[src/rtl/vehicle_trip_sequencer.sv]
// rtl/vehicle_trip_sequencer.sv - trip phase sequencer with filtered thermal shutdown
module vehicle_trip_sequencer #(
    parameter int OVH_FILTER     = 2,
    parameter int COOL_CYCLES    = 8,
    parameter int REFUEL_TIMEOUT = 16
) (
    input  logic       clk,
    input  logic       reset,
    input  logic       start_trip,
    input  logic       cpu_overheated,
    input  logic       arrived,
    input  logic       gas_tank_empty,
    input  logic       refuel_done,
    output logic       shut_off_computer,
    output logic       keep_driving,
    output logic [2:0] state_o,
    output logic       trip_done,
    output logic       refuel_fault
);

    localparam int OW = $clog2(OVH_FILTER + 1);
    localparam int CW = $clog2(COOL_CYCLES + 1);
    localparam int TW = $clog2(REFUEL_TIMEOUT + 1);

    localparam logic [OW-1:0] OVH_LAST  = OW'(OVH_FILTER - 1);
    localparam logic [CW-1:0] COOL_LAST = CW'(COOL_CYCLES - 1);
    localparam logic [TW-1:0] TMR_LAST  = TW'(REFUEL_TIMEOUT - 1);

    typedef enum logic [2:0] {
        IDLE   = 3'd0,
        DRIVE  = 3'd1,
        REFUEL = 3'd2,
        DONE   = 3'd3,
        FAULT  = 3'd4
    } state_t;

    state_t          state;
    state_t          next_state;
    logic [OW-1:0]   ovh_cnt;
    logic [CW-1:0]   cool_cnt;
    logic [TW-1:0]   refuel_tmr;
    logic            state_legal;

    assign state_legal  = (state == IDLE) || (state == DRIVE) || (state == REFUEL) ||
                          (state == DONE) || (state == FAULT);
    assign state_o      = state;
    assign keep_driving = (state == DRIVE) & ~arrived & ~gas_tank_empty & ~shut_off_computer;

    // Next trip phase from the current phase and the sensor inputs
    always_comb begin
        next_state = state;
        case (state)
            IDLE:   if (start_trip) next_state = DRIVE;
            DRIVE: begin
                if (arrived)             next_state = DONE;
                else if (gas_tank_empty) next_state = REFUEL;
            end
            REFUEL: begin
                if (refuel_done && !gas_tank_empty) next_state = DRIVE;
                else if (refuel_tmr == TMR_LAST)    next_state = FAULT;
            end
            DONE:   if (start_trip) next_state = DRIVE;
            FAULT:  next_state = FAULT;
            default: next_state = IDLE;
        endcase
    end

    // Thermal filter: debounce overheat into shutdown, then hold off until cooled
    always_ff @(posedge clk) begin
        if (reset) begin
            shut_off_computer <= 1'b0;
            ovh_cnt           <= '0;
            cool_cnt          <= '0;
        end else if (!shut_off_computer) begin
            cool_cnt <= '0;
            if (cpu_overheated) begin
                if (ovh_cnt == OVH_LAST) begin
                    shut_off_computer <= 1'b1;
                    ovh_cnt           <= '0;
                end else begin
                    ovh_cnt <= ovh_cnt + 1'b1;
                end
            end else begin
                ovh_cnt <= '0;
            end
        end else begin
            ovh_cnt <= '0;
            if (!cpu_overheated) begin
                if (cool_cnt == COOL_LAST) begin
                    shut_off_computer <= 1'b0;
                    cool_cnt          <= '0;
                end else begin
                    cool_cnt <= cool_cnt + 1'b1;
                end
            end else begin
                cool_cnt <= '0;
            end
        end
    end

    // Trip FSM with registered phase flags; frozen by the pre-edge shutdown level
    always_ff @(posedge clk) begin
        if (reset) begin
            state        <= IDLE;
            refuel_tmr   <= '0;
            trip_done    <= 1'b0;
            refuel_fault <= 1'b0;
        end else if (!shut_off_computer || !state_legal) begin
            state        <= next_state;
            trip_done    <= (next_state == DONE);
            refuel_fault <= (next_state == FAULT);
            if (state == DRIVE && next_state == REFUEL) begin
                refuel_tmr <= '0;
            end else if (state == REFUEL && refuel_tmr != TMR_LAST) begin
                refuel_tmr <= refuel_tmr + 1'b1;
            end
        end
    end

endmodule
[config.mk]
export PLATFORM = sky130hd
export DESIGN_NAME = vehicle_trip_sequencer
export DESIGN_NICKNAME = d
export VERILOG_FILES = /design/src/rtl/vehicle_trip_sequencer.sv
export SDC_FILE = /design/constraint.sdc
export NUM_CORES = 1
export LEC_CHECK = 0
export BUFFER_PORTS_ARGS = -buffer_cell sky130_fd_sc_hd__buf_4
export CAP_MARGIN = 20
export CORE_MARGIN = 10
export CORE_UTILIZATION = 35
export DETAILED_ROUTE_END_ITERATION = 7
export PLACE_DENSITY = 0.53
export SLEW_MARGIN = 20
export SYNTH_ARGS = -nofsm -noshare
export SYNTH_HDL_FRONTEND = slang
export SYNTH_SLANG_ARGS = --single-unit
[constraint.sdc]
create_clock -name clk -period 1.76 [get_ports clk]
set_input_delay 0.528 -clock clk [delete_from_list [all_inputs] [get_ports clk]]
set_output_delay 0.528 -clock clk [all_outputs]
set_load 0.01 [all_outputs]
==> results of run 1 <==
## worst max-delay path, delay by kind of cell, from the launching register on
kind | cells | cell delay, ps
DFF | 1 | 350
AOI/OAI and AO/OA | 1 | 190
muxes | 1 | 250
and+or+nand+nor | 3 | 610
adders and majority gates | 2 | 310
## sequential cells by signal, indices dropped and copies added (netlist names)
name               cells
state_o                3
shut_off_computer      1
refuel_fault           1
trip_done              1
ovh_cnt                2
refuel_tmr             5
cool_cnt               4
## metal layers
metal / vias up / track usage (%) / wire (um)
met2: 11 / 11.4 / 847
met4: 0 / 2.88 / 17
li1: 364 / - / -
met5: - / 0 / 0
met3: 2 / 4.14 / 101
met1: 322 / 8.06 / 786
## path summary, 6_finish.rpt
path	start	cells past startpoint	end
worst max register to register	refuel_tmr[0]$_SDFFE_PP0P_	7	refuel_tmr[0]$_SDFFE_PP0P_
worst min register to register	ovh_cnt[0]$_SDFF_PP0_	1	ovh_cnt[0]$_SDFF_PP0_
worst min-delay path	ovh_cnt[0]$_SDFF_PP0_	1	ovh_cnt[0]$_SDFF_PP0_
worst max-delay path	refuel_tmr[0]$_SDFFE_PP0P_	7	refuel_tmr[0]$_SDFFE_PP0P_
## cell usage after synthesis (2+ instances only)
| master | count |
|---|---|
| sky130_fd_sc_hd__nand2_1 | 3 |
| sky130_fd_sc_hd__inv_1 | 6 |
| sky130_fd_sc_hd__nor2_1 | 10 |
| sky130_fd_sc_hd__o21ai_0 | 3 |
| sky130_fd_sc_hd__nand3_1 | 3 |
| sky130_fd_sc_hd__a21oi_1 | 3 |
| sky130_fd_sc_hd__mux2i_1 | 2 |
| sky130_fd_sc_hd__nor3_1 | 3 |
| sky130_fd_sc_hd__a22o_1 | 3 |
| sky130_fd_sc_hd__a211oi_1 | 2 |
| sky130_fd_sc_hd__ha_1 | 4 |
| sky130_fd_sc_hd__dfxtp_1 | 17 |
| sky130_fd_sc_hd__nor2b_1 | 2 |
| sky130_fd_sc_hd__and3_1 | 2 |
| sky130_fd_sc_hd__buf_2 | 2 |
## kinds of logic (layout without fill, tap and decap cells)
family	Yosys count	after routing	synth area share (%)
and+or+nand+nor	34	34	24.8
AOI/OAI and AO/OA	18	18	16.8
DFF	17	17	40.2
buffers and inverters	10	35	6.06
adders and majority gates	4	4	5.91
muxes	3	3	4.14
xor gates and xnor gates	2	2	2.07
## through the flow
stage          cells  cell area, um^2
2_1_floorplan     88              870
3_3_place_gp     134             1040
3_5_place_dp     134             1040
4_1_cts          139             1090
5_1_grt          141             1110
6_report         141             1110
## area by class of cell
class	instances	area, um^2	share of cell area (%)
Multi-Input combinational cell	61	493	44.4
Inverter	6	22.5	2.03
Clock buffer	4	26.3	2.36
Timing Repair Buffer	25	188	16.9
Tap cell	28	35.0	3.15
Sequential cell	17	347	31.2
## power groups by stage
stage / combinational, mW / sequential, mW / clock, mW
floorplan: 0.103 / 0.430 / 0
global placement: 0.168 / 0.429 / 0
detailed placement: 0.170 / 0.429 / 0
CTS: 0.176 / 0.423 / 0.217
global route: 0.197 / 0.427 / 0.238
finish: 0.179 / 0.423 / 0.211
## repair_timing
action	in CTS	in global routing
setup buffers	1	2
setup endpoints to repair	7	7
cloned	0	0
hold endpoints to repair	0	0
hold buffers	0	0
gates resized for setup	2	3
pin swaps	6	4
==> Flow_metrics.wiki, run 1 <==
{| class="wikitable"
! Metric !! Value
|-
| Result of the run || complete, but fails checks
|-
| Violations in the final reports || setup timing
|-
| Total Routing Usage GR || under 10%
|-
| Per-cell routed wire length || about 12 um
|-
| Count of port buffers added during placement || 13
|-
| Antenna Cells || 0
|-
| Post-detail-place hpwl || between 1000 and 1500 um
|-
| Worst-path cell with the longest stage delay || sky130_fd_sc_hd__or3b_4
|-
| Cell area after synthesis || roughly 850 um^2
|-
| Sum of internal, switching and leakage power || between 800 and 900 uW
|-
| DRC Markers || 0
|-
| Weighted congestion reported at the end of routability-driven placement || just over 0.7
|-
| Number of buffers created by CTS || 3
|-
| Length of the first detailed-routing pass in iterations || 2
|-
| Residual antenna-violating net count after detailed routing || 0
|-
| Final WS setup || -58.0 ps
|-
| Worst slew margin relative to its limit || between 60 and 70%
|-
| Chip height || 69.2 um
|-
| Crit path capture type || flop
|-
| Flip-flop cell with the highest count after synthesis || sky130_fd_sc_hd__dfxtp_1
|-
| Area of the core || between 2000 and 2500 um^2
|-
| Setup Total Neg Slack || -146 ps
|-
| Count of flip-flops with a built-in enable after synthesis || 0
|-
| Async set-or-reset flop fraction in the synthesized netlist || 0%
|-
| Global-route wire length before repair || between 2000 and 3000 um
|-
| Tmin final || 1820 ps
|-
| Die Footprint || roughly 4800 um^2
|-
| Net switching power || 223 uW
|-
| Max rail drop VDD || 0.453 mV
|-
| Ratio of total power to cell area || approximately 730 nW/um^2
|-
| Number of inserted filler cells in the final layout || approximately 230
|-
| Hold Path Class || flop to flop
|-
| Req. time, crit path || 1950 ps
|-
| Signal arrival time at the worst endpoint || 2010 ps
|-
| Start-to-end type of the worst setup path || flop to flop
|-
| Number of placement rows || 17
|-
| CTS Sinks || 17
|-
| Final design utilization || about half
|-
| Final cycle utilization of the critical path || 103%
|-
| Pin count of the biggest net entering global routing || 14
|-
| I/O Pins || 14
|-
| Cells along the critical path || ha_4, and3_4, ha_4, or3b_4, a21boi_4, nor2_4, mux2_4
|-
| Part of the Yosys area used for sequential elements || between 40% and 50%
|-
| Per-cell via count in the routed design || 4.96
|-
| Comb pwr share || between 20% and 30%
|-
| Setup repair after global routing missed its margin || true
|-
| Total Wirelength || about 1800 um
|-
| Proportion of total power due to net switching || approximately 27%
|-
| Clock tree root driver cell || sky130_fd_sc_hd__clkbuf_4
|-
| Gate count after technology mapping || 88
|-
| Most common library cell in the layout ignoring fill and taps || sky130_fd_sc_hd__buf_4
|-
| Largest clock skew in the final design || 2.51 ps
|-
| Post-layout net count || between 100 and 150
|-
| Leading post-synthesis cells by cell area || sky130_fd_sc_hd__dfxtp_1, sky130_fd_sc_hd__ha_1, sky130_fd_sc_hd__nor2_1
|-
| Maximum buffer depth of the clock tree || 2
|-
| Power Internal || about 590 uW
|-
| Mean cell area of the mapped netlist || approximately 9.6 um^2
|-
| Die width || a little under 70 um
|-
| Worst hold margin || 423 ps
|-
| Stage delay of the slowest cell on the critical path || ~400 ps
|-
| Maximum frequency from static timing analysis || between 500 and 600 MHz
|-
| Top-area cell type share of the netlist area || approximately two fifths
|-
| Cell leakage power || around 0.47 nW
|-
| Layout-stage area growth over the synthesis result || 31.2%
|-
| Clock slew at reported path FFs || roughly 100 ps
|-
| Initial DRC count || 30
|-
| Commonest cells after routing, fill and taps aside || sky130_fd_sc_hd__buf_4, sky130_fd_sc_hd__dfxtp_1, sky130_fd_sc_hd__nor2_1
|-
| Share of power burned in the clock network || a little over a quarter
|-
| Sum of overflow across all layers after global routing || 0
|-
| Critical Path Start Type || flop
|-
| Starting density of the core || about 38%
|-
| Vias after detailed routing || between 600 and 700
|-
| Final count of hold timing violations || 0
|-
| Via count of the first global-routing pass || 662
|-
| Most area-hungry cell type in the Yosys netlist || sky130_fd_sc_hd__dfxtp_1
|-
| TritonCTS clock tree || yes
|-
| Clock insertion delay at the later pin of the skew report || just under 300 ps
|-
| Total nets after synthesis || 99
|-
| Cell variety after synth || 38
|-
| DP Worst Slack || -116 ps
|-
| Maximum capacitance violations || 0
|-
| Tightest Pin Transition || approximately 460 ps
|-
| Yosys warning total || 0
|-
| Clock H-tree levels || 1
|-
| Final Slew Violations || 0
|-
| Share of power burned in registers || between 50% and 60%
|-
| Reg-to-reg slack, setup || -60 ps
|-
| FF+latch count, synth || 17
|-
| Number of setup violations in the final report || 4
|-
| Number of antenna violations at the first check in global routing || 0
|-
| Most frequent cell on the critical path || sky130_fd_sc_hd__ha_4
|-
| Layout cell share with drive strength beyond 1 || 37.2%
|-
| Maximum net fanout on the critical path || 3
|}
Power figures use the tool's default switching activity.
==> run 2: changes to the inputs <==
--- a/config.mk
+++ b/config.mk
@@ -8,9 +8,9 @@
 export BUFFER_PORTS_ARGS = -buffer_cell sky130_fd_sc_hd__buf_4
 export CAP_MARGIN = 20
 export CORE_MARGIN = 10
-export CORE_UTILIZATION = 35
+export CORE_UTILIZATION = 30
 export DETAILED_ROUTE_END_ITERATION = 7
-export PLACE_DENSITY = 0.53
+export PLACE_DENSITY = 0.47
 export SLEW_MARGIN = 20
 export SYNTH_ARGS = -nofsm -noshare
 export SYNTH_HDL_FRONTEND = slang
==> run 2 against run 1 <==
Against the previous run: the run still ends with setup timing left; maximum frequency fell by 0.83%; wire length rose by 5.2%; combinational power fell by 11%; critical path depth did not move; register-to-register slack got worse by 20 ps; clock power rose by 6%; sequential share of layout area fell by 0.54 points; largest power group unchanged; count of clock-buffer cells in the layout fell by 1; first-iteration DRC count rose by 37%; die area rose by 12%; via count fell by 1.7%; core utilization fell by 8.2 points.
==> Flow_metrics.wiki, run 2 (synthesis results as in run 1) <==
{| class="wikitable"
! Metric !! Value
|-
| Quantity of hold-fixing buffers added after cts || 0 (unchanged)
|-
| Met3 layer wire length in the routed design || 65 um (-36%)
|-
| Sum of overflow across all layers after global routing || 0 (unchanged)
|-
| Violations in the final reports || setup timing
|-
| Die Footprint || 5350 um^2 (+12%)
|-
| Antenna Cells || 0 (unchanged)
|-
| Maximum frequency from static timing analysis || 546 MHz (-0.83%)
|-
| Clock insertion delay at the later pin of the skew report || 290 ps (about the same)
|-
| Ratio of total power to cell area || 721 nW/um^2 (-1.5%)
|-
| Max rail drop VDD || 0.386 mV (-15%)
|-
| Chip height || 73.1 um (+5.7%)
|-
| Largest clock skew in the final design || 0.855 ps (-1.65 ps)
|-
| Net switching power || 233 uW (+4.5%)
|-
| Post-layout net count || 125 (unchanged)
|-
| Final non-filler cell total || 144 (+2.1%)
|-
| Start-to-end type of the worst setup path || flop to flop
|-
| Proportion of total power due to net switching || 28.8% (+1.4 points)
|-
| Register containing the most flip-flops in the final layout || refuel_tmr
|-
| Power Internal || 576 uW (-2.4%)
|-
| Req. time, crit path || 1950 ps (about the same)
|-
| Vias after detailed routing || 687 (-1.7%)
|-
| Crit path capture type || flop
|-
| Result of the run || complete, but fails checks
|-
| Setup repair after global routing missed its margin || true
|-
| Per-cell routed wire length || 12.8 um (+3.0%)
|-
| DRC Markers || 0 (unchanged)
|-
| Count of port buffers added during placement || 13 (unchanged)
|-
| Weighted congestion reported at the end of routability-driven placement || 0.730 (+0.34%)
|-
| Pin count of the biggest net entering global routing || 14 (unchanged)
|-
| Worst slew margin relative to its limit || 66.5% (-2.5 points)
|-
| Initial DRC count || 41 (+37%)
|-
| Max layer used || met4
|-
| Clock tree root driver cell || sky130_fd_sc_hd__clkbuf_4
|-
| Length of the first detailed-routing pass in iterations || 2 (unchanged)
|-
| Share of power burned in the clock network || 27.5% (+1.5 points)
|-
| Placed instance count || 136 (+1.5%)
|-
| Start of the worst register-to-register path || refuel_tmr[0]$_SDFFE_PP0P_
|-
| Number of buffers created by CTS || 3 (unchanged)
|-
| DR WL met2 || 875 um (+3.3%)
|-
| Most frequent cell on the critical path || sky130_fd_sc_hd__ha_4
|-
| Met1 wire length || 887 um (+13%)
|-
| Final cycle utilization of the critical path || 104% (+0.86 points)
|-
| Stage delay of the slowest cell on the critical path || 410 ps (about the same)
|-
| Cell leakage power || 0.471 nW (+0.91%)
|-
| Kind of cell adding the most delay to the critical path || simple AND/OR/NAND/NOR gates
|-
| Flip-flop count of the largest register, all copies and words added || 5 (unchanged)
|-
| Per-cell via count in the routed design || 4.77 (-3.8%)
|-
| Cells along the critical path || ha_4, and3_4, ha_4, or3b_4, a21boi_4, nor2_2, mux2_4
|-
| Die width || 73.1 um (+5.7%)
|-
| CTS Sinks || 17 (unchanged)
|-
| Critical Path Start Type || flop
|-
| Signal arrival time at the worst endpoint || 2020 ps (about the same)
|-
| Share of power burned in registers || 52.9% (+0.9 points)
|-
| Total Wirelength || 1840 um (+5.2%)
|-
| Global-route wire length before repair || 2930 um (-1.2%)
|-
| Tightest Pin Transition || 501 ps (+37.9 ps)
|-
| TritonCTS clock tree || yes
|-
| Tmin final || 1830 ps (+15.1 ps)
|-
| Hold path startpoint || ovh_cnt[0]$_SDFF_PP0_
|-
| Number of antenna violations at the first check in global routing || 0 (unchanged)
|-
| Commonest cells after routing, fill and taps aside || sky130_fd_sc_hd__buf_4, sky130_fd_sc_hd__dfxtp_1, sky130_fd_sc_hd__nor2_1
|-
| Most common library cell in the layout ignoring fill and taps || sky130_fd_sc_hd__buf_4
|-
| Clock slew at reported path FFs || 110 ps (about the same)
|-
| Hold Path Class || flop to flop
|-
| Post-detail-place hpwl || 1360 um (+2.1%)
|-
| CP startpoint || refuel_tmr[0]$_SDFFE_PP0P_
|-
| Number of setup violations in the final report || 2 (-2)
|-
| Number of placement rows || 19 (+2)
|-
| DP Worst Slack || -112 ps (+3.71 ps)
|-
| Maximum capacitance violations || 0 (unchanged)
|-
| Total Routing Usage GR || 6.84% (-0.50 points)
|-
| Starting density of the core || 31.0% (-6.6 points)
|-
| Final count of hold timing violations || 0 (unchanged)
|-
| Via count of the first global-routing pass || 653 (-1.4%)
|-
| Final Slew Violations || 0 (unchanged)
|-
| Maximum net fanout on the critical path || 3 (unchanged)
|-
| Residual antenna-violating net count after detailed routing || 0 (unchanged)
|-
| Comb pwr share || 19.6% (-2.4 points)
|-
| Worst-path cell with the longest stage delay || sky130_fd_sc_hd__or3b_4
|-
| Setup Total Neg Slack || -98.0 ps (+48.5 ps)
|-
| Clock H-tree levels || 1 (unchanged)
|-
| Final WS setup || -73.2 ps (-15.1 ps)
|-
| I/O Pins || 14 (unchanged)
|-
| Area of the core || 2730 um^2 (+21%)
|-
| WP buf/inv || 0 (unchanged)
|-
| Maximum buffer depth of the clock tree || 2 (unchanged)
|-
| Layout-stage area growth over the synthesis result || 32.5%
|-
| Layout cell share with drive strength beyond 1 || 39.8% (+2.7 points)
|}
run 2: routing by layer:
layer / vias up / GRT usage [%]
met5: - / 0
met4: 0 / 3.16
met3: 2 / 2.31
met2: 5 / 10.5
met1: 319 / 8.32
li1: 361 / -
run 2: final cells by class:
cell class | instances | area (um^2)
well taps | 31 | 38.8
flip-flops and latches | 17 | 344
fillers | 291 | 1610
clock buffers | 3 | 22.5
repair buffers | 25 | 188
multi-input cells | 61 | 499
inverters | 6 | 22.5
clock inverters | 1 | 7.51
run 2: worst reg2reg max path: stages, from the launching register on:
cell and delay, ps:
sky130_fd_sc_hd__dfxtp_2 350, sky130_fd_sc_hd__ha_4 160, sky130_fd_sc_hd__and3_4 150, sky130_fd_sc_hd__ha_4 150
sky130_fd_sc_hd__or3b_4 410, sky130_fd_sc_hd__a21boi_4 200, sky130_fd_sc_hd__nor2_2 70, sky130_fd_sc_hd__mux2_4 250
run 2: metrics by stage:
step                      utilization, %  hold WS, ps  cell area, um^2  power [mW]
final                               41.1          427             1120       0.809
after global routing                41.1          459             1120       0.860
after detailed placement            37.9          421             1040       0.590
after floorplan                        -          397              870       0.533
after CTS                           39.6          437             1080       0.818
after global placement              37.9          406             1040       0.591
run 2: final timing paths:
kind                                      to  slack [ps]  cells past startpoint
hold / removal         ovh_cnt[0]$_SDFF_PP0_         430                      1
setup reg to reg  refuel_tmr[0]$_SDFFE_PP0P_         -70                      7
setup / recovery  refuel_tmr[0]$_SDFFE_PP0P_         -70                      7
hold reg to reg        ovh_cnt[0]$_SDFF_PP0_         430                      1
run 2: timing repair:
| action | CTS | global route |
|---|---|---|
| pin swaps | 7 | 4 |
| resized for setup | 1 | 4 |
| setup buffers | 2 | 2 |
| endpoints found under the setup margin | 7 | 7 |
run 2: power groups by stage:
stage / clock [mW] / combinational, mW / sequential [mW]
after floorplan: 0 / 0.103 / 0.430
after global placement: 0 / 0.157 / 0.433
after detailed placement: 0 / 0.156 / 0.434
after CTS: 0.235 / 0.157 / 0.426
after global routing: 0.252 / 0.177 / 0.431
final: 0.223 / 0.159 / 0.428
==> run 3: changes to the inputs <==
--- a/config.mk
+++ b/config.mk
@@ -10,7 +10,7 @@
 export CORE_MARGIN = 10
 export CORE_UTILIZATION = 30
 export DETAILED_ROUTE_END_ITERATION = 7
-export PLACE_DENSITY = 0.47
+export PLACE_DENSITY_LB_ADDON = 0.05
 export SLEW_MARGIN = 20
 export SYNTH_ARGS = -nofsm -noshare
 export SYNTH_HDL_FRONTEND = slang
==> run 3 against run 2 <==
Against the previous run: the run still ends with setup timing left; final cell count shrank 1.4%; non-clock buffer count shrank 2; design area shrank 1.1%; critical path depth is the same; sequential cell count is the same; die area is the same; wire length grew 2.9%; combinational power grew 9%; register-to-register slack lost 30 ps; first-iteration DRC count grew 7.3%; critical path type unchanged.
==> Flow_metrics.wiki, run 3 (synthesis results as in run 1) <==
{| class="wikitable"
! Metric !! Value
|-
| DRC Markers || 0 (unchanged)
|-
| Register-to-Register Path Depth || 7 (unchanged)
|-
| Post-detail-place hpwl || 1450 um (+6.2%)
|-
| Die Footprint || 5350 um^2 (unchanged)
|-
| Hold path startpoint || ovh_cnt[0]$_SDFF_PP0_
|-
| Register containing the most flip-flops in the final layout || refuel_tmr
|-
| Weighted congestion reported at the end of routability-driven placement || 0.697 (-4.5%)
|-
| Most frequent cell on the critical path || sky130_fd_sc_hd__ha_4
|-
| Stage delay of the slowest cell on the critical path || 410 ps (about the same)
|-
| Req. time, crit path || 1950 ps (about the same)
|-
| Hold Path Class || flop to flop
|-
| Chip height || 73.1 um (unchanged)
|-
| Worst slew margin relative to its limit || 68.7% (+2.2 points)
|-
| Maximum buffer depth of the clock tree || 2 (unchanged)
|-
| Count of port buffers added during placement || 13 (unchanged)
|-
| Die width || 73.1 um (unchanged)
|-
| Fraction of met1 tracks used by global routing || 8.99% (+0.66 points)
|-
| Net switching power || 231 uW (-1.2%)
|-
| Sum of overflow across all layers after global routing || 0 (unchanged)
|-
| Post-layout net count || 123 (-1.6%)
|-
| CTS Sinks || 17 (unchanged)
|-
| Share of power burned in the clock network || 26.4% (-1.1 points)
|-
| Maximum frequency from static timing analysis || 536 MHz (-1.8%)
|-
| Proportion of total power due to net switching || 28.4% (-0.46 points)
|-
| I/O Pins || 14 (unchanged)
|-
| Number of setup violations in the final report || 6 (+4)
|-
| Pin count of the biggest net entering global routing || 14 (unchanged)
|-
| Start of the worst register-to-register path || refuel_tmr[1]$_SDFFE_PP0P_
|-
| Layout cell share with drive strength beyond 1 || 38.7% (-1.1 points)
|-
| Share of power burned in registers || 52.1% (-0.8 points)
|-
| WP buf/inv || 0 (unchanged)
|-
| Start-to-end type of the worst setup path || flop to flop
|-
| Starting density of the core || 31.0% (unchanged)
|-
| Worst hold margin || 426 ps (-1.57 ps)
|-
| Clock H-tree levels || 1 (unchanged)
|-
| Area taken by flip-flops and latches || 344 um^2 (unchanged)
|-
| Max rail drop VDD || 0.478 mV (+24%)
|-
| Setup Total Neg Slack || -301 ps (-203 ps)
|-
| Violations in the final reports || setup timing
|-
| Number of buffers created by CTS || 3 (unchanged)
|-
| Initial DRC count || 44 (+7.3%)
|-
| Cells along the critical path || ha_4, and3_4, ha_4, or3b_4, a21boi_4, nor2_4, mux2_4
|-
| Worst-path cell with the longest stage delay || sky130_fd_sc_hd__or3b_4
|-
| Final Slew Violations || 0 (unchanged)
|-
| Flip-flop count of the largest register, all copies and words added || 5 (unchanged)
|-
| Clock slew at reported path FFs || 100 ps (about the same)
|-
| Cell leakage power || 0.463 nW (-1.6%)
|-
| Number of antenna violations at the first check in global routing || 0 (unchanged)
|-
| Area of the multi-input gates || 504 um^2 (+1.0%)
|-
| Length of the first detailed-routing pass in iterations || 3 (+1)
|-
| Final cycle utilization of the critical path || 106% (+1.9 points)
|-
| RR Endpoint || refuel_tmr[0]$_SDFFE_PP0P_
|-
| Layout-stage area growth over the synthesis result || 31.0%
|-
| Largest clock skew in the final design || 0.762 ps (-0.0932 ps)
|-
| Total Routing Usage GR || 7.35% (+0.51 points)
|-
| Crit path capture type || flop
|-
| Setup repair after global routing missed its margin || true
|-
| Antenna Cells || 0 (unchanged)
|-
| Quantity of hold-fixing buffers added after cts || 0 (unchanged)
|-
| Number of inserted filler cells in the final layout || 278 (-4.5%)
|-
| Met3 Track Usage GR || 2.59% (+0.27 points)
|-
| Result of the run || complete, but fails checks
|-
| Endpoint of the worst hold path || ovh_cnt[0]$_SDFF_PP0_
|-
| Maximum capacitance violations || 0 (unchanged)
|-
| Critical Path Start Type || flop
|-
| Total Wirelength || 1900 um (+2.9%)
|-
| Global-route wire length before repair || 3170 um (+8.5%)
|-
| Tightest Pin Transition || 468 ps (-32.6 ps)
|-
| Met2 routing resource usage after global routing || 11.3% (+0.76 points)
|-
| Reg-to-reg slack, setup || -110 ps (-30 ps)
|-
| TritonCTS clock tree || yes
|-
| Vias after detailed routing || 684 (-0.44%)
|-
| Via count of the first global-routing pass || 679 (+4.0%)
|-
| Per-cell via count in the routed design || 4.82 (+0.97%)
|-
| Tmin final || 1870 ps (+33.1 ps)
|-
| Residual antenna-violating net count after detailed routing || 0 (unchanged)
|-
| Maximum net fanout on the critical path || 3 (unchanged)
|-
| Clock tree root driver cell || sky130_fd_sc_hd__clkbuf_4
|-
| Commonest cells after routing, fill and taps aside || sky130_fd_sc_hd__buf_4, sky130_fd_sc_hd__dfxtp_1, sky130_fd_sc_hd__nor2_1
|-
| Worst hold path cell count || 1 (unchanged)
|-
| Ratio of total power to cell area || 732 nW/um^2 (+1.5%)
|-
| Final count of hold timing violations || 0 (unchanged)
|-
| Area of the core || 2730 um^2 (unchanged)
|-
| Per-cell routed wire length || 13.4 um (+4.3%)
|-
| Kind of cell adding the most delay to the critical path || simple AND/OR/NAND/NOR gates
|-
| Most common library cell in the layout ignoring fill and taps || sky130_fd_sc_hd__buf_4
|-
| Final WS setup || -106 ps (-33.1 ps)
|-
| Comb pwr share || 21.5% (+1.9 points)
|-
| Power Internal || 581 uW (+1.0%)
|-
| Clock insertion delay at the later pin of the skew report || 290 ps (about the same)
|-
| Routing layer with the top usage in global route || met2
|-
| Number of placement rows || 19 (unchanged)
|-
| Signal arrival time at the worst endpoint || 2050 ps (+30 ps)
|}
## run 3: cell types whose count changed in the layout (fill, tap and decap cells not counted)
cell                         before  now
sky130_fd_sc_hd__clkinv_2         0    1
sky130_fd_sc_hd__nor2_4           0    1
sky130_fd_sc_hd__clkinvlp_4       1    0
sky130_fd_sc_hd__nor2_2           2    1
sky130_fd_sc_hd__buf_4           25   23
## run 3: how the worst max path moves through the flow
stage	end	from	slack (ps)	depth (start not counted)
2_1_floorplan	refuel_tmr[0]$_SDFFE_PP0P_	refuel_tmr[1]$_SDFFE_PP0P_	-60	7
3_3_place_gp	refuel_tmr[0]$_SDFFE_PP0P_	refuel_tmr[1]$_SDFFE_PP0P_	-90	7
3_5_place_dp	refuel_tmr[0]$_SDFFE_PP0P_	refuel_tmr[1]$_SDFFE_PP0P_	-120	7
4_1_cts	refuel_tmr[0]$_SDFFE_PP0P_	refuel_tmr[1]$_SDFFE_PP0P_	-130	7
5_1_grt	refuel_tmr[3]$_SDFFE_PP0P_	refuel_tmr[0]$_SDFFE_PP0P_	-160	7
6_report	refuel_tmr[0]$_SDFFE_PP0P_	refuel_tmr[1]$_SDFFE_PP0P_	-110	7
## run 3: layout make-up
| class | count | share of cell area, % |
|---|---|---|
| well taps | 31 | 3.49 |
| inverters | 6 | 2.03 |
| clock inverters | 1 | 0.451 |
| flip-flops and latches | 17 | 31.0 |
| multi-input cells | 61 | 45.4 |
| repair buffers | 23 | 15.6 |
| clock buffers | 3 | 2.03 |
## run 3: repair_timing
| item | 4_1_cts | 5_1_grt |
|---|---|---|
| pin swaps | 6 | 2 |
| resized for setup | 1 | 5 |
| endpoints found under the setup margin | 7 | 7 |
| setup buffers | 0 | 0 |
## run 3: layer usage
metal	share of wire, %	wire length, um
met5	0	0
met4	0.42	8
met3	4.9	93
met2	49	930
met1	46	864
## run 3: power groups by stage
| stage | clock network (mW) | logic [mW] | registers (mW) |
|---|---|---|---|
| detailed placement | 0 | 0.170 | 0.429 |
| CTS | 0.231 | 0.171 | 0.421 |
| finish | 0.214 | 0.174 | 0.423 |
| floorplan | 0 | 0.103 | 0.430 |
| global route | 0.246 | 0.193 | 0.427 |
| global placement | 0 | 0.170 | 0.430 |
## run 3: stage by stage
stage               std cells  utilization (%)  area (um^2)  worst slack (ps)  total power, mW
CTS                       142             39.5         1080              -126            0.823
finish                    142             40.6         1110              -106            0.812
floorplan                  88                -          870             -59.3            0.533
global placement          138             38.5         1050             -86.3            0.600
detailed placement        138             38.5         1050              -118            0.599
global route              142             40.6         1110              -158            0.867
